==> config.mk <==
export PLATFORM = sky130hd
export DESIGN_NAME = ddr3_rd_calib_flat
export DESIGN_NICKNAME = d
export VERILOG_FILES = /design/src/rtl/ddr3_rdcal_pkg.sv /design/src/rtl/ddr3_rd_calib_if.sv /design/src/rtl/ddr3_rdcal_dly.sv /design/src/rtl/ddr3_rd_calib.sv /design/src/flat_wrapper.sv
export SDC_FILE = /design/constraint.sdc
export NUM_CORES = 1
export LEC_CHECK = 0
export CAP_MARGIN = 20
export CORE_AREA = 5 5 100 102
export CTS_BUF_LIST = sky130_fd_sc_hd__clkbuf_2 sky130_fd_sc_hd__clkbuf_4 sky130_fd_sc_hd__clkbuf_8
export DETAILED_ROUTE_END_ITERATION = 10
export DIE_AREA = 0 0 105 107
export MAX_ROUTING_LAYER = met4
export PLACE_DENSITY = 0.77
export SLEW_MARGIN = 40
export SYNTH_ARGS = -nofsm -noshare
export SYNTH_HDL_FRONTEND = slang
export SYNTH_SLANG_ARGS = --single-unit
==> constraint.sdc <==
create_clock -name clk_x1 -period 2.66 [get_ports clk_x1]
set_clock_uncertainty 0.05 [all_clocks]
set_input_delay 0.532 -clock clk_x1 [delete_from_list [all_inputs] [get_ports clk_x1]]
set_output_delay 0.532 -clock clk_x1 [all_outputs]
set_load 0.03 [all_outputs]
==> src/rtl/ddr3_rdcal_pkg.sv <==
// Shared types and constants for the DDR3 read-leveling / read-data stage.
// Latency: n/a (package only).
// Backpressure: n/a (package only).
package ddr3_rdcal_pkg;

    typedef enum logic [2:0] {
        ST_IDLE,
        ST_SETTLE,
        ST_REQ,
        ST_WAIT,
        ST_NEXT,
        ST_DONE,
        ST_FAIL
    } state_t;

    localparam int         BURST_BEATS = 4;
    localparam logic       MPR_Q0      = 1'b0;
    localparam logic       MPR_Q1      = 1'b1;
    localparam logic [1:0] SHIFT_MAX   = 2'd3;

    // Lowest set bit of the pass mask; the mask is known non-zero when used.
    function automatic logic [1:0] lowest_pass(input logic [3:0] mask);
        logic [1:0] sel;
        sel = 2'd3;
        if (mask[2]) sel = 2'd2;
        if (mask[1]) sel = 2'd1;
        if (mask[0]) sel = 2'd0;
        return sel;
    endfunction

endpackage

==> src/rtl/ddr3_rd_calib_if.sv <==
// MPR handshake, IOB capture and aligned read-data bundle for ddr3_rd_calib.
// Latency: n/a (signal bundle only).
// Backpressure: none; read data is a push-only stream, MPR reads use req/ack.
interface ddr3_rd_calib_if #(
    parameter int WIDTH = 16
) ();
    logic                   mpr_req_o;
    logic                   mpr_ack_i;
    logic [WIDTH-1:0]       iob_q0_i;
    logic [WIDTH-1:0]       iob_q1_i;
    logic                   rd_cmd_i;
    logic                   rd_valid_o;
    logic                   rd_last_o;
    logic [2*WIDTH-1:0]     rd_data_o;

    // Controller / IOB side
    modport master (
        input  mpr_req_o, rd_valid_o, rd_last_o, rd_data_o,
        output mpr_ack_i, iob_q0_i, iob_q1_i, rd_cmd_i
    );

    // Calibration stage side
    modport slave (
        output mpr_req_o, rd_valid_o, rd_last_o, rd_data_o,
        input  mpr_ack_i, iob_q0_i, iob_q1_i, rd_cmd_i
    );
endinterface

==> src/rtl/ddr3_rdcal_dly.sv <==
// Tapped pulse delay line turning read-command pulses into a 4-beat valid/last window.
// Latency: window opens lag+1 cycles after the command (registered outputs).
// Backpressure: none; commands always shift in, en only masks the outputs.
module ddr3_rdcal_dly
    import ddr3_rdcal_pkg::*;
#(
    parameter int DEPTH = 14,
    parameter int LAGW  = 4
) (
    input  logic            clk_x1,
    input  logic            reset,
    input  logic            cmd,
    input  logic            en,
    input  logic [LAGW-1:0] lag,
    output logic            valid,
    output logic            last
);
    logic [DEPTH-1:1] sr_q;
    logic [DEPTH-1:0] taps;
    logic             win_c;
    logic             last_c;

    assign taps = {sr_q, cmd};

    // Shift every cycle regardless of calibration state.
    always_ff @(posedge clk_x1) begin
        if (reset) sr_q <= '0;
        else       sr_q <= taps[DEPTH-2:0];
    end

    // Select the lag..lag+3 window and its final tap.
    always_comb begin
        win_c  = 1'b0;
        last_c = 1'b0;
        for (int i = 0; i < DEPTH; i++) begin
            if (i >= int'(lag) && i <= int'(lag) + BURST_BEATS - 1)
                win_c = win_c | taps[i];
            if (i == int'(lag) + BURST_BEATS - 1)
                last_c = taps[i];
        end
    end

    // Register the window so it lines up with the registered read data.
    always_ff @(posedge clk_x1) begin
        if (reset) begin
            valid <= 1'b0;
            last  <= 1'b0;
        end else begin
            valid <= en & win_c;
            last  <= en & last_c;
        end
    end
endmodule

==> src/rtl/ddr3_rd_calib.sv <==
// DDR3 read leveling (SHIFT 0..3 sweep over MPR reads) and aligned 4-beat read-data path.
// Latency: read data valid rd_cmd_i + lag_o + 1 cycles; MPR reads wait for mpr_ack_i.
// Backpressure: MPR req held until ack; read stream is push-only. Option: DDR3_RDCAL_VOTE_EN.
module ddr3_rd_calib
    import ddr3_rdcal_pkg::*;
#(
    parameter int WIDTH  = 16,
    parameter int RDLAT  = 6,
    parameter int MAXDLY = 4,
    parameter int SETTLE = 4,
    localparam int LAGW  = $clog2(RDLAT + MAXDLY + 1)
) (
    input  logic             clk_x1,
    input  logic             reset,
    input  logic             start_i,
    output logic             busy_o,
    output logic             done_o,
    output logic             fail_o,
    output logic [1:0]       shift_o,
    output logic [LAGW-1:0]  lag_o,
    ddr3_rd_calib_if.slave   bus
);
    localparam int CNTN = (RDLAT + MAXDLY + 5 > SETTLE + 1) ? RDLAT + MAXDLY + 5 : SETTLE + 1;
    localparam int CNTW = $clog2(CNTN);
    localparam logic [CNTW-1:0] RDLAT_C  = CNTW'(RDLAT);
    localparam logic [CNTW-1:0] TMO_C    = CNTW'(RDLAT + MAXDLY + 3);
    localparam logic [CNTW-1:0] SETTLE_C = CNTW'(SETTLE - 1);

    state_t            state_q, state_d;
    logic [1:0]        shift_q;
    logic [LAGW-1:0]   lag_q;
    logic [3:0]        pass_q;
    logic [LAGW-1:0]   lags_q [4];
    logic [CNTW-1:0]   cnt_q;
    logic [2:0]        run_q;
    logic [2*WIDTH-1:0] data_q;

    logic [CNTW-1:0]   idx;
    logic              match, timeout, hit, rec_pass, last_read;
    logic [2:0]        run_d;
    logic [LAGW-1:0]   hit_lag;

`ifdef DDR3_RDCAL_VOTE_EN
    logic              rd_idx_q, v_ok_q;
    logic [LAGW-1:0]   v_lag_q;
    assign last_read = rd_idx_q;
`else
    assign last_read = 1'b1;
`endif

    // Beat index, pattern match and run tracking for the current MPR burst.
    always_comb begin
        idx      = (cnt_q == '1) ? cnt_q : cnt_q + 1'b1;
        match    = (bus.iob_q0_i == {WIDTH{MPR_Q0}}) && (bus.iob_q1_i == {WIDTH{MPR_Q1}});
        run_d    = (match && idx >= RDLAT_C) ? run_q + 3'd1 : 3'd0;
        timeout  = idx > TMO_C;
        hit      = (run_d == 3'(BURST_BEATS)) && !timeout;
        hit_lag  = LAGW'(idx - CNTW'(BURST_BEATS - 1));
`ifdef DDR3_RDCAL_VOTE_EN
        rec_pass = hit && rd_idx_q && v_ok_q && (v_lag_q == hit_lag);
`else
        rec_pass = hit;
`endif
    end

    // State register.
    always_ff @(posedge clk_x1) begin
        if (reset) state_q <= ST_IDLE;
        else       state_q <= state_d;
    end

    // Next-state and state-decoded outputs.
    always_comb begin
        state_d       = state_q;
        busy_o        = 1'b1;
        done_o        = 1'b0;
        fail_o        = 1'b0;
        bus.mpr_req_o = 1'b0;
        case (state_q)
            ST_IDLE: begin
                busy_o = 1'b0;
                if (start_i) state_d = ST_SETTLE;
            end
            ST_SETTLE: if (cnt_q == SETTLE_C) state_d = ST_REQ;
            ST_REQ: begin
                bus.mpr_req_o = 1'b1;
                if (bus.mpr_ack_i) state_d = ST_WAIT;
            end
            ST_WAIT: if (hit || timeout) state_d = ST_NEXT;
            ST_NEXT: begin
                if (!last_read)                 state_d = ST_REQ;
                else if (shift_q != SHIFT_MAX)  state_d = ST_SETTLE;
                else if (pass_q != 4'd0)        state_d = ST_DONE;
                else                            state_d = ST_FAIL;
            end
            ST_DONE: begin
                busy_o = 1'b0;
                done_o = 1'b1;
                if (start_i) state_d = ST_SETTLE;
            end
            ST_FAIL: begin
                busy_o = 1'b0;
                fail_o = 1'b1;
                if (start_i) state_d = ST_SETTLE;
            end
            default: state_d = ST_IDLE;
        endcase
    end

    // Sweep datapath: shift, counters, pass mask, per-shift lag and locked result.
    always_ff @(posedge clk_x1) begin
        if (reset) begin
            shift_q <= 2'd0;
            lag_q   <= '0;
            pass_q  <= 4'd0;
            cnt_q   <= '0;
            run_q   <= 3'd0;
            for (int i = 0; i < 4; i++) lags_q[i] <= '0;
`ifdef DDR3_RDCAL_VOTE_EN
            rd_idx_q <= 1'b0;
            v_ok_q   <= 1'b0;
            v_lag_q  <= '0;
`endif
        end else begin
            case (state_q)
                ST_IDLE, ST_DONE, ST_FAIL: begin
                    if (start_i) begin
                        shift_q <= 2'd0;
                        lag_q   <= '0;
                        pass_q  <= 4'd0;
                        cnt_q   <= '0;
`ifdef DDR3_RDCAL_VOTE_EN
                        rd_idx_q <= 1'b0;
`endif
                    end
                end
                ST_SETTLE: cnt_q <= cnt_q + 1'b1;
                ST_REQ: begin
                    if (bus.mpr_ack_i) begin
                        cnt_q <= '0;
                        run_q <= 3'd0;
                    end
                end
                ST_WAIT: begin
                    cnt_q <= idx;
                    run_q <= run_d;
                    if (rec_pass) begin
                        pass_q[shift_q] <= 1'b1;
                        lags_q[shift_q] <= hit_lag;
                    end
`ifdef DDR3_RDCAL_VOTE_EN
                    // First read of a shift only arms the vote.
                    if (!rd_idx_q && (hit || timeout)) begin
                        v_ok_q  <= hit;
                        v_lag_q <= hit_lag;
                    end
`endif
                end
                ST_NEXT: begin
                    cnt_q <= '0;
`ifdef DDR3_RDCAL_VOTE_EN
                    rd_idx_q <= ~rd_idx_q;
`endif
                    if (last_read) begin
                        if (shift_q != SHIFT_MAX) begin
                            shift_q <= shift_q + 2'd1;
                        end else if (pass_q != 4'd0) begin
                            shift_q <= lowest_pass(pass_q);
                            lag_q   <= lags_q[lowest_pass(pass_q)];
                        end else begin
                            shift_q <= 2'd0;
                            lag_q   <= '0;
                        end
                    end
                end
                default: ;
            endcase
        end
    end

    // Capture both half-beats every cycle; valid marks which ones matter.
    always_ff @(posedge clk_x1) begin
        if (reset) data_q <= '0;
        else       data_q <= {bus.iob_q1_i, bus.iob_q0_i};
    end

    assign shift_o       = shift_q;
    assign lag_o         = lag_q;
    assign bus.rd_data_o = data_q;

    ddr3_rdcal_dly #(
        .DEPTH (RDLAT + MAXDLY + 4),
        .LAGW  (LAGW)
    ) u_dly (
        .clk_x1 (clk_x1),
        .reset  (reset),
        .cmd    (bus.rd_cmd_i),
        .en     (done_o),
        .lag    (lag_q),
        .valid  (bus.rd_valid_o),
        .last   (bus.rd_last_o)
    );
endmodule
==> src/flat_wrapper.sv <==
// flat-port wrapper written by rule: the top's interface ports become plain ports
module ddr3_rd_calib_flat import ddr3_rdcal_pkg::*;
#(
    parameter int WIDTH  = 16,
    parameter int RDLAT  = 6,
    parameter int MAXDLY = 4,
    parameter int SETTLE = 4,
    localparam int LAGW  = $clog2(RDLAT + MAXDLY + 1)
)
  (clk_x1, reset, start_i, busy_o, done_o, fail_o, shift_o, lag_o, bus_mpr_req_o, bus_rd_valid_o, bus_rd_last_o, bus_rd_data_o, bus_mpr_ack_i, bus_iob_q0_i, bus_iob_q1_i, bus_rd_cmd_i);
  ddr3_rd_calib_if #(.WIDTH(WIDTH)) bus_i ();
  input  logic clk_x1;
  input  logic reset;
  input  logic start_i;
  output logic busy_o;
  output logic done_o;
  output logic fail_o;
  output logic [1:0] shift_o;
  output logic [LAGW-1:0] lag_o;
  output wire logic [$bits(bus_i.mpr_req_o)-1:0] bus_mpr_req_o;
  output wire logic [$bits(bus_i.rd_valid_o)-1:0] bus_rd_valid_o;
  output wire logic [$bits(bus_i.rd_last_o)-1:0] bus_rd_last_o;
  output wire logic [$bits(bus_i.rd_data_o)-1:0] bus_rd_data_o;
  input wire logic [$bits(bus_i.mpr_ack_i)-1:0] bus_mpr_ack_i;
  input wire logic [$bits(bus_i.iob_q0_i)-1:0] bus_iob_q0_i;
  input wire logic [$bits(bus_i.iob_q1_i)-1:0] bus_iob_q1_i;
  input wire logic [$bits(bus_i.rd_cmd_i)-1:0] bus_rd_cmd_i;
  assign bus_mpr_req_o = bus_i.mpr_req_o;
  assign bus_rd_valid_o = bus_i.rd_valid_o;
  assign bus_rd_last_o = bus_i.rd_last_o;
  assign bus_rd_data_o = bus_i.rd_data_o;
  assign bus_i.mpr_ack_i = bus_mpr_ack_i;
  assign bus_i.iob_q0_i = bus_iob_q0_i;
  assign bus_i.iob_q1_i = bus_iob_q1_i;
  assign bus_i.rd_cmd_i = bus_rd_cmd_i;
  ddr3_rd_calib #(.WIDTH(WIDTH), .RDLAT(RDLAT), .MAXDLY(MAXDLY), .SETTLE(SETTLE)) u_core (.clk_x1(clk_x1), .reset(reset), .start_i(start_i), .busy_o(busy_o), .done_o(done_o), .fail_o(fail_o), .shift_o(shift_o), .lag_o(lag_o), .bus(bus_i));
endmodule
Word-level counts from Yosys, hierarchy flattened. Memories as Yosys holds them, arrays and structs flattened. Cells that the tools add are included.

Logic and storage cells: 204. Register bits after elaboration: 67. Bits in writable memories: 16. Output and inout port bits: 44. Memories: 1. Input bits: 37.

Memory list: u_core.lags_q (words 4, width 4, read ports 1, clocked after Yosys merged registers in 0, write ports 4, line ddr3_rd_calib.sv:33) `logic [LAGW-1:0] lags_q [4];`.

Magnitude comparators: 32. Add/subtract/negate cells: 6. Mux-type cells: 73. Equal/unequal tests: 30. Reduce and logical (&&, ||, !) cells: 36. Bitwise operators: 16.

Operators with widths (number): two-way mux 1 bit (41); == test 5 x 6 -> 1 bit, first input constant (6); less-or-equal comparator 5 x 6 -> 1 bit, first input constant (6); zero test 32 bit (1); two-way mux 4 bit (7); == test 4 x 6 -> 1 bit, first input constant (4); >= comparator 4 bit, first input constant (6); less-or-equal comparator 4 x 6 -> 1 bit, first input constant (4); two-way mux 2 bit (11); two-way mux 3 bit (7); one-hot mux 4 bit (5 select lines) (1); logical AND 1 bit (18); == test 16 bit, second input constant (1); >= comparator 3 x 4 -> 1 bit, first input constant (4); zero test 16 bit (1); one-hot mux 4 bit (2 select lines) (2); one-hot mux 3 bit (5 select lines) (1); bitwise OR 1 bit (13); == test 3 bit, second input constant (4); == test 3 x 6 -> 1 bit, first input constant (2); less-or-equal comparator 3 x 6 -> 1 bit, first input constant (2); AND reduction 3 bit (3); >= comparator 1 x 4 -> 1 bit, first input constant (2); >= comparator 2 x 4 -> 1 bit, first input constant (2); 34 further kinds (44).

Depth between registers and ports, before layout. Gate-level depths: netlist (run 1).

Depth in word-level cells: 32. Gate-level depth with buffers: 11. Depth with buffers taken out: 8.

By module. Synthesis (run 1) repeated with hierarchy kept, for this count alone.

Cell total of the unflattened synthesis: 487. Area, all modules: 4322.9 sq um.

By module, submodules not included: ddr3_rd_calib (seq. area each 1521.5 sq um, instances 1, cells each 338, area an instance 3169.3 sq um); ddr3_rdcal_dly (seq. area each 300.3 sq um, instances 1, cells each 149, area an instance 1153.6 sq um).

Worst setup path after synthesis (run 1). Ideal clock, no wire load.

Path type: register -> register. Start: register u_core.lag_q[0] (netlist: u_core.lag_o[0]). End: register u_core.u_dly.last. Arrival: 2684 ps. Required time: 2496 ps. Library setup time: 114 ps. Period minus slack after synthesis: 2848 ps. Buffers on the path: 2. Cell stages (with the launch flop): 11. Path slack: -188 ps. Path through: dfxtp_1 clkbuf_1 inv_1 ha_1 clkbuf_1 and3b_1 a221oi_1 o22a_1 a211oi_1 o22ai_1 a2111oi_0.

Cells in the longest elaborated chain, start to end: 18. Elaborated cells between the ends (all ways): 31. Those cells by class: add/sub: 2; eq/ne: 13; mux: 14; bitwise: 1; reduce/logical: 1.

RTL lines: start: declaration (line ddr3_rd_calib.sv:31) `logic [LAGW-1:0] lag_q;`; start signal: assignment (line ddr3_rd_calib.sv:169) `lag_q <= lags_q[lowest_pass(pass_q)];`; adder 4 x 3 -> 5 bit * (line ddr3_rdcal_dly.sv:38) `if (i == int'(lag) + BURST_BEATS - 1)`; subtractor 5 x 1 -> 6 bit * (line ddr3_rdcal_dly.sv:38); zero test 32 bit (line ddr3_rdcal_dly.sv:38); two-way mux 1 bit (13 in series) (line ddr3_rdcal_dly.sv:38); two-way mux 1 bit * (line ddr3_rdcal_dly.sv:38); AND 1 bit * (line ddr3_rdcal_dly.sv:50) `last <= en & last_c;`; end signal: assignment (line ddr3_rdcal_dly.sv:50); end: declaration (line ddr3_rdcal_dly.sv:16) `output logic last`.

Every way passes the cells marked *; elsewhere a longest branch is shown, timed or not. A chain may end at the register's enable or synchronous reset.

==> results of run 1 <==
## through the flow
step	power (mW)	TNS [ps]	area (um2)	cells
2_1_floorplan	2.01	-875	4280	492
3_3_place_gp	2.35	-11640	5320	683
3_5_place_dp	2.37	-13350	5320	683
4_1_cts	3.22	0	5500	699
5_1_grt	3.37	-54.8	5570	701
6_report	3.20	0	5570	701
## critical path, stage by stage
cell             delay [ps]
clkdlybuf4s50_1         470
nand4_1                 100
or4_4                   450
a2111oi_4               380
nand3b_4                180
a2111o_1                470
nor2_1                  130
## power by group
group | leakage (nW) | internal [mW] | switching, mW
sequential | 0.702 | 1.35 | 0.0628
clock | 0.0891 | 0.361 | 0.485
combinational | 1.44 | 0.405 | 0.533
total | 2.23 | 2.12 | 1.08
## repair_timing
item                       CTS  global route
buffers inserted             0             2
gates cloned                 0             0
resized for setup            1            19
pin swaps                    1             9
setup endpoints to repair   20            26
## cells in the mapped netlist (10+ instances only)
| cell | count |
|---|---|
| a21oi_1 | 28 |
| inv_1 | 18 |
| edfxtp_1 | 16 |
| nor3_1 | 23 |
| dfxtp_1 | 67 |
| nor2b_1 | 54 |
| o31ai_1 | 10 |
| clkbuf_1 | 21 |
| ha_1 | 14 |
| nand2_1 | 35 |
| nor2_1 | 50 |
| o21ai_0 | 19 |
## flip-flops by register name, summed over array words and instances, names as in the netlist
| signal | flops |
|---|---|
| u_core.state_q | 3 |
| u_core.run_q | 3 |
| u_core.pass_q | 4 |
| u_core.lag_o | 4 |
| u_core.u_dly.valid | 1 |
| u_core.bus.rd_data_o | 32 |
| u_core.cnt_q | 4 |
| u_core.shift_o | 2 |
| u_core.lags_q | 16 |
| u_core.u_dly.last | 1 |
| u_core.u_dly.sr_q | 13 |
## cells by family (layout without fill, tap and decap cells)
logic type | count (synthesis) | count (layout) | synth area share, %
muxes | 5 | 5 | 1.17
buffers and inverters | 49 | 147 | 4.51
AOI/OAI and AO/OA | 124 | 124 | 20.5
adders and majority gates | 14 | 14 | 4.10
DFF | 83 | 83 | 42.6
xor gates and xnor gates | 4 | 4 | 0.820
and+or+nand+nor | 213 | 213 | 26.3
## cell type report
type / instances / area (um2) / area share (%)
tap: 111 / 139 / 2.49
clock buffer: 10 / 131 / 2.36
timing repair buffer: 113 / 1080 / 19.3
sequential: 83 / 1820 / 32.7
multi-input combinational: 360 / 2290 / 41.0
clock inverter: 6 / 47.5 / 0.853
inverter: 18 / 67.6 / 1.21
## path summary, 6_finish.rpt
| path | endpoint | start | depth (start not counted) | slack [ps] |
|---|---|---|---|---|
| max reg2reg | u_core.lags_q[2][3] | u_core.cnt_q[1] | 7 | 130 |
| min reg2reg | u_core.u_dly.sr_q[13] | u_core.u_dly.sr_q[12] | 2 | 400 |
| max | u_core.lags_q[2][3] | bus_iob_q1_i[3] | 7 | 100 |
| min | u_core.bus.rd_data_o[31] | bus_iob_q1_i[15] | 2 | 400 |
## routing by layer
layer | track usage [%] | share of wire, % | vias to the layer above
met2 | 36.5 | 53 | 116
met4 | 6.39 | 1.6 | 0
li1 | - | - | 1946
met1 | 24.1 | 42 | 1863
met5 | - | 0 | -
met3 | 2.53 | 3.7 | 16
==> impl_metrics.tcl, run 1 <==
set metrics [dict create \
    status "completed" \
    drive_gt1_share_pct 11.0 \
    setup_violations 0 \
    cts-root-buf "clkbuf_8" \
    syn_area_per_cell_um2 8.69 \
    hold_ws_ps 397 \
    period_needed_ps 2560 \
    synthesis.area_um2 4280 \
    cp.required_ps 2820 \
    clock_path_buffers 2 \
    syn_to_final_growth_pct 30.4 \
    cts_buffers 9 \
    synthesis.nets 543 \
    grt_max_degree 34 \
    yosysSeqAreaShare_pct 42.6 \
    worst_setup_path_start_kind "input pin" \
    htree_levels 3 \
    wl_um 11300 \
    clk_latency_ps 340 \
    ant_nets 0 \
    die_h_um 107 \
    grt_pass1_wl_um 18500 \
    fillers 777 \
    cap_violations 0 \
    ioPinCount 81 \
    dp_hpwl_um 8450 \
    io_buffers 80 \
    antenna_found_initial 0 \
    p_leak_nw 2.23 \
    ys_ff_latch 83 \
    drc 0 \
    grt_pass1_vias 3863 \
    worst_setup_path_end_kind "flop" \
    start_util_pct 47.4 \
    layout_common_cells "66 x dfxtp_1, 65 x clkdlybuf4s50_1, 54 x nor2b_1" \
    synth_edf_count 16 \
    placementRows 35 \
    final_common_cell "dfxtp_1" \
    avgRoutedWirePerCell_um 16.2 \
    ys.warnings.count 0 \
    criticalPathCategory "input pin to flop" \
    grt_util_all_layers_pct 20.5 \
    grt-ovfl-total 0 \
    ys_top_cells_by_area "dfxtp_1 31%, edfxtp_1 11%, nor2b_1 7.9%" \
    slew_headroom_pct 66.5 \
    die_w_um 105 \
    layout.nets 636 \
    clkSinkCount 83 \
    setup_slack_ps 103 \
    synth_top_area_share_pct 31.4 \
    synthDistinctLibCells 62 \
    worst-slew-pin-transition_ps 498 \
    async_flop_share_pct 0 \
    fin_util_pct 61.8 \
    crit_path_max_fanout 8 \
    fin_crit_sh_pct 96.1 \
    cts_tree "done" \
    syn-instance-count 492 \
    vdd_drop_max_uv 438 \
    drv_slew 0 \
    hold_violations 0 \
    cts_hold_buf 0 \
    fp.dieArea_um2 11200 \
    drt-pass1-iter-count 5 \
    synth-main-ff-cell "dfxtp_1" \
    fmax_mhz 391 \
    via_per_inst 5.62 \
    synth_largest_area_cell "dfxtp_1" \
    core-area_um2 9020 \
    min-delay-path-class "input pin to flop" \
    place_ws_ps -494 \
    power_per_cell_area_nw_per_um2 574 \
    path_clk_slew_ps 90 \
    gp_congestion 0.926 \
    routed-via-count 3941 \
    antenna_cells 0 \
    drt_iter0_drc 293 \
    cp.arrival_ps 2720 \
]
(Power assumes the default switching activity.)
==> inputs of run 2 (changes only) <==
Settings changed: SLEW_MARGIN 40 to 20.
==> results of run 2 <==
No change in the layout: final DEF, timing and power equal those of run 1.
==> inputs of run 3 (changes only) <==
Settings changed: PLACE_DENSITY 0.77 to 0.84.
==> run 3 against run 2 <==
Against the previous run:
- cell count fell by 0.43%
- total power rose by 4.7%
- global-route usage rose by 0.17 points
- largest power group unchanged
- sequential power barely moved
==> impl_metrics.tcl, run 3 (synthesis results as in run 1) <==
set metrics [dict create \
    status "completed" \
    fillers 732 \
    cap_violations 0 \
    setup_slack_ps 46.3 \
    grt_util_all_layers_pct 20.6 \
    crit_path_max_fanout 5 \
    ioPinCount 81 \
    start_util_pct 47.4 \
    antenna_found_initial 0 \
    layout_common_cells "76 x clkdlybuf4s50_1, 64 x dfxtp_1, 54 x nor2b_1" \
    drc 0 \
    drt_iter0_drc 323 \
    routed-via-count 4078 \
    grt-ovfl-total 0 \
    vdd_drop_max_uv 672 \
    p_clk_share_pct 30.3 \
    switching_share_pct 30.9 \
    fp.dieArea_um2 11200 \
    slew_headroom_pct 64.3 \
    cts_tree "done" \
    path_clk_slew_ps 90 \
    hold_ws_ps 413 \
    grt_pass1_wl_um 18700 \
    clkSinkCount 83 \
    dp.cells 678 \
    worst_setup_path_start_kind "input pin" \
    htree_levels 3 \
    setup_violations 0 \
    p_sw_mw 1.04 \
    criticalPathCategory "input pin to flop" \
    worst-slew-pin-transition_ps 535 \
    io_buffers 80 \
    cp.arrival_ps 2640 \
    cp.required_ps 2690 \
    fmax_mhz 383 \
    cts_buffers 9 \
    dp_hpwl_um 8240 \
    worst_setup_path_end_kind "flop" \
    place_ws_ps -468 \
    p_seq_share_pct 42.9 \
    fin_area_um2 5590 \
    ant_nets 0 \
    hold_violations 0 \
    final_common_cell "clkdlybuf4s50_1" \
    final_cell_count_no_fill 698 \
    cts-root-buf "clkbuf_8" \
    layout.nets 633 \
    syn_to_final_growth_pct 30.8 \
    internal_power_mw 2.32 \
    period_needed_ps 2610 \
    wl_um 11600 \
    place_area_um2 5280 \
    clk_latency_ps 350 \
    die_w_um 105 \
    largest_reg_flops 32 \
    drt-pass1-iter-count 5 \
    finalPower_mw 3.35 \
    grt_pass1_vias 3829 \
    avgRoutedWirePerCell_um 16.6 \
    antenna_cells 0 \
    core-area_um2 9020 \
    pwr-share-comb_pct 26.8 \
    die_h_um 107 \
    drive_gt1_share_pct 11.2 \
    grt_max_degree 31 \
    gp_congestion 0.946 \
    fin_crit_sh_pct 98.3 \
    via_per_inst 5.84 \
    p_leak_nw 2.15 \
    power_per_cell_area_nw_per_um2 599 \
    min-delay-path-class "flop to flop" \
    clock_path_buffers 2 \
    placementRows 35 \
    drv_slew 0 \
]
run 3: cell count changes in the layout (fill, tap and decap cells not counted), sizes merged, moves of 2 or more:
| cell | change |
|---|---|
| inv | -3 |
| bufinv | +2 |
| buf | -4 |
| clkdlybuf4s50 | +11 |
| dlymetal6s2s | -11 |
run 3: area by class of cell:
class / instances / area, um2 / share of cell area (%)
multi-input cells: 361 / 2310 / 41.3
repair buffers: 109 / 1020 / 18.3
clock buffers: 11 / 145 / 2.60
inverters: 18 / 67.6 / 1.21
clock inverters: 5 / 85.1 / 1.52
flip-flops and latches: 83 / 1830 / 32.6
well taps: 111 / 139 / 2.48
run 3: worst max-delay path, cell delays in order:
cell	delay, ps
clkdlybuf4s50_1	500
nand4_1	110
or4_4	570
a2111oi_4	200
buf_4	200
nand3b_4	110
o31ai_2	240
buf_4	180
run 3: power groups by stage:
stage | Sequential (mW) | Clock (mW) | Combinational, mW
global placement | 1.46 | 0 | 0.862
finish | 1.44 | 1.02 | 0.897
global route | 1.45 | 1.10 | 0.976
detailed placement | 1.46 | 0 | 0.879
CTS | 1.44 | 1.03 | 0.887
floorplan | 1.49 | 0 | 0.520
run 3: final timing paths:
kind	end	cells after the start	start	slack, ps
worst max register to register	u_core.lags_q[3][2]	8	u_core.cnt_q[1]	150
worst max-delay path	u_core.lags_q[3][2]	8	bus_iob_q1_i[8]	50
worst min-delay path	u_core.u_dly.sr_q[3]	2	u_core.u_dly.sr_q[2]	410
worst min register to register	u_core.u_dly.sr_q[3]	2	u_core.u_dly.sr_q[2]	410
run 3: per-stage QoR:
stage / utilization, % / TNS (ps)
5_1_grt: 62.0 / -89.7
4_1_cts: 61.1 / 0
2_1_floorplan: - / -875
3_5_place_dp: 58.5 / -13660
6_report: 62.0 / 0
3_3_place_gp: 58.5 / -11270
run 3: routing by layer:
metal  GRT usage [%]  vias up  part of all wire [%]
li1                -     1946                     -
met1            24.3     1910                    40
met2            35.3      193                    52
met3            4.88       29                   6.6
met4            6.03        0                   2.3
met5               -        -                     0
run 3: what timing repair did:
item / CTS / global route
hold buffers: 0 / 0
buffers inserted: 0 / 3
endpoints found under the setup margin: 22 / 34
pin swaps: 1 / 4
cloned: 0 / 1
resized for setup: 1 / 13
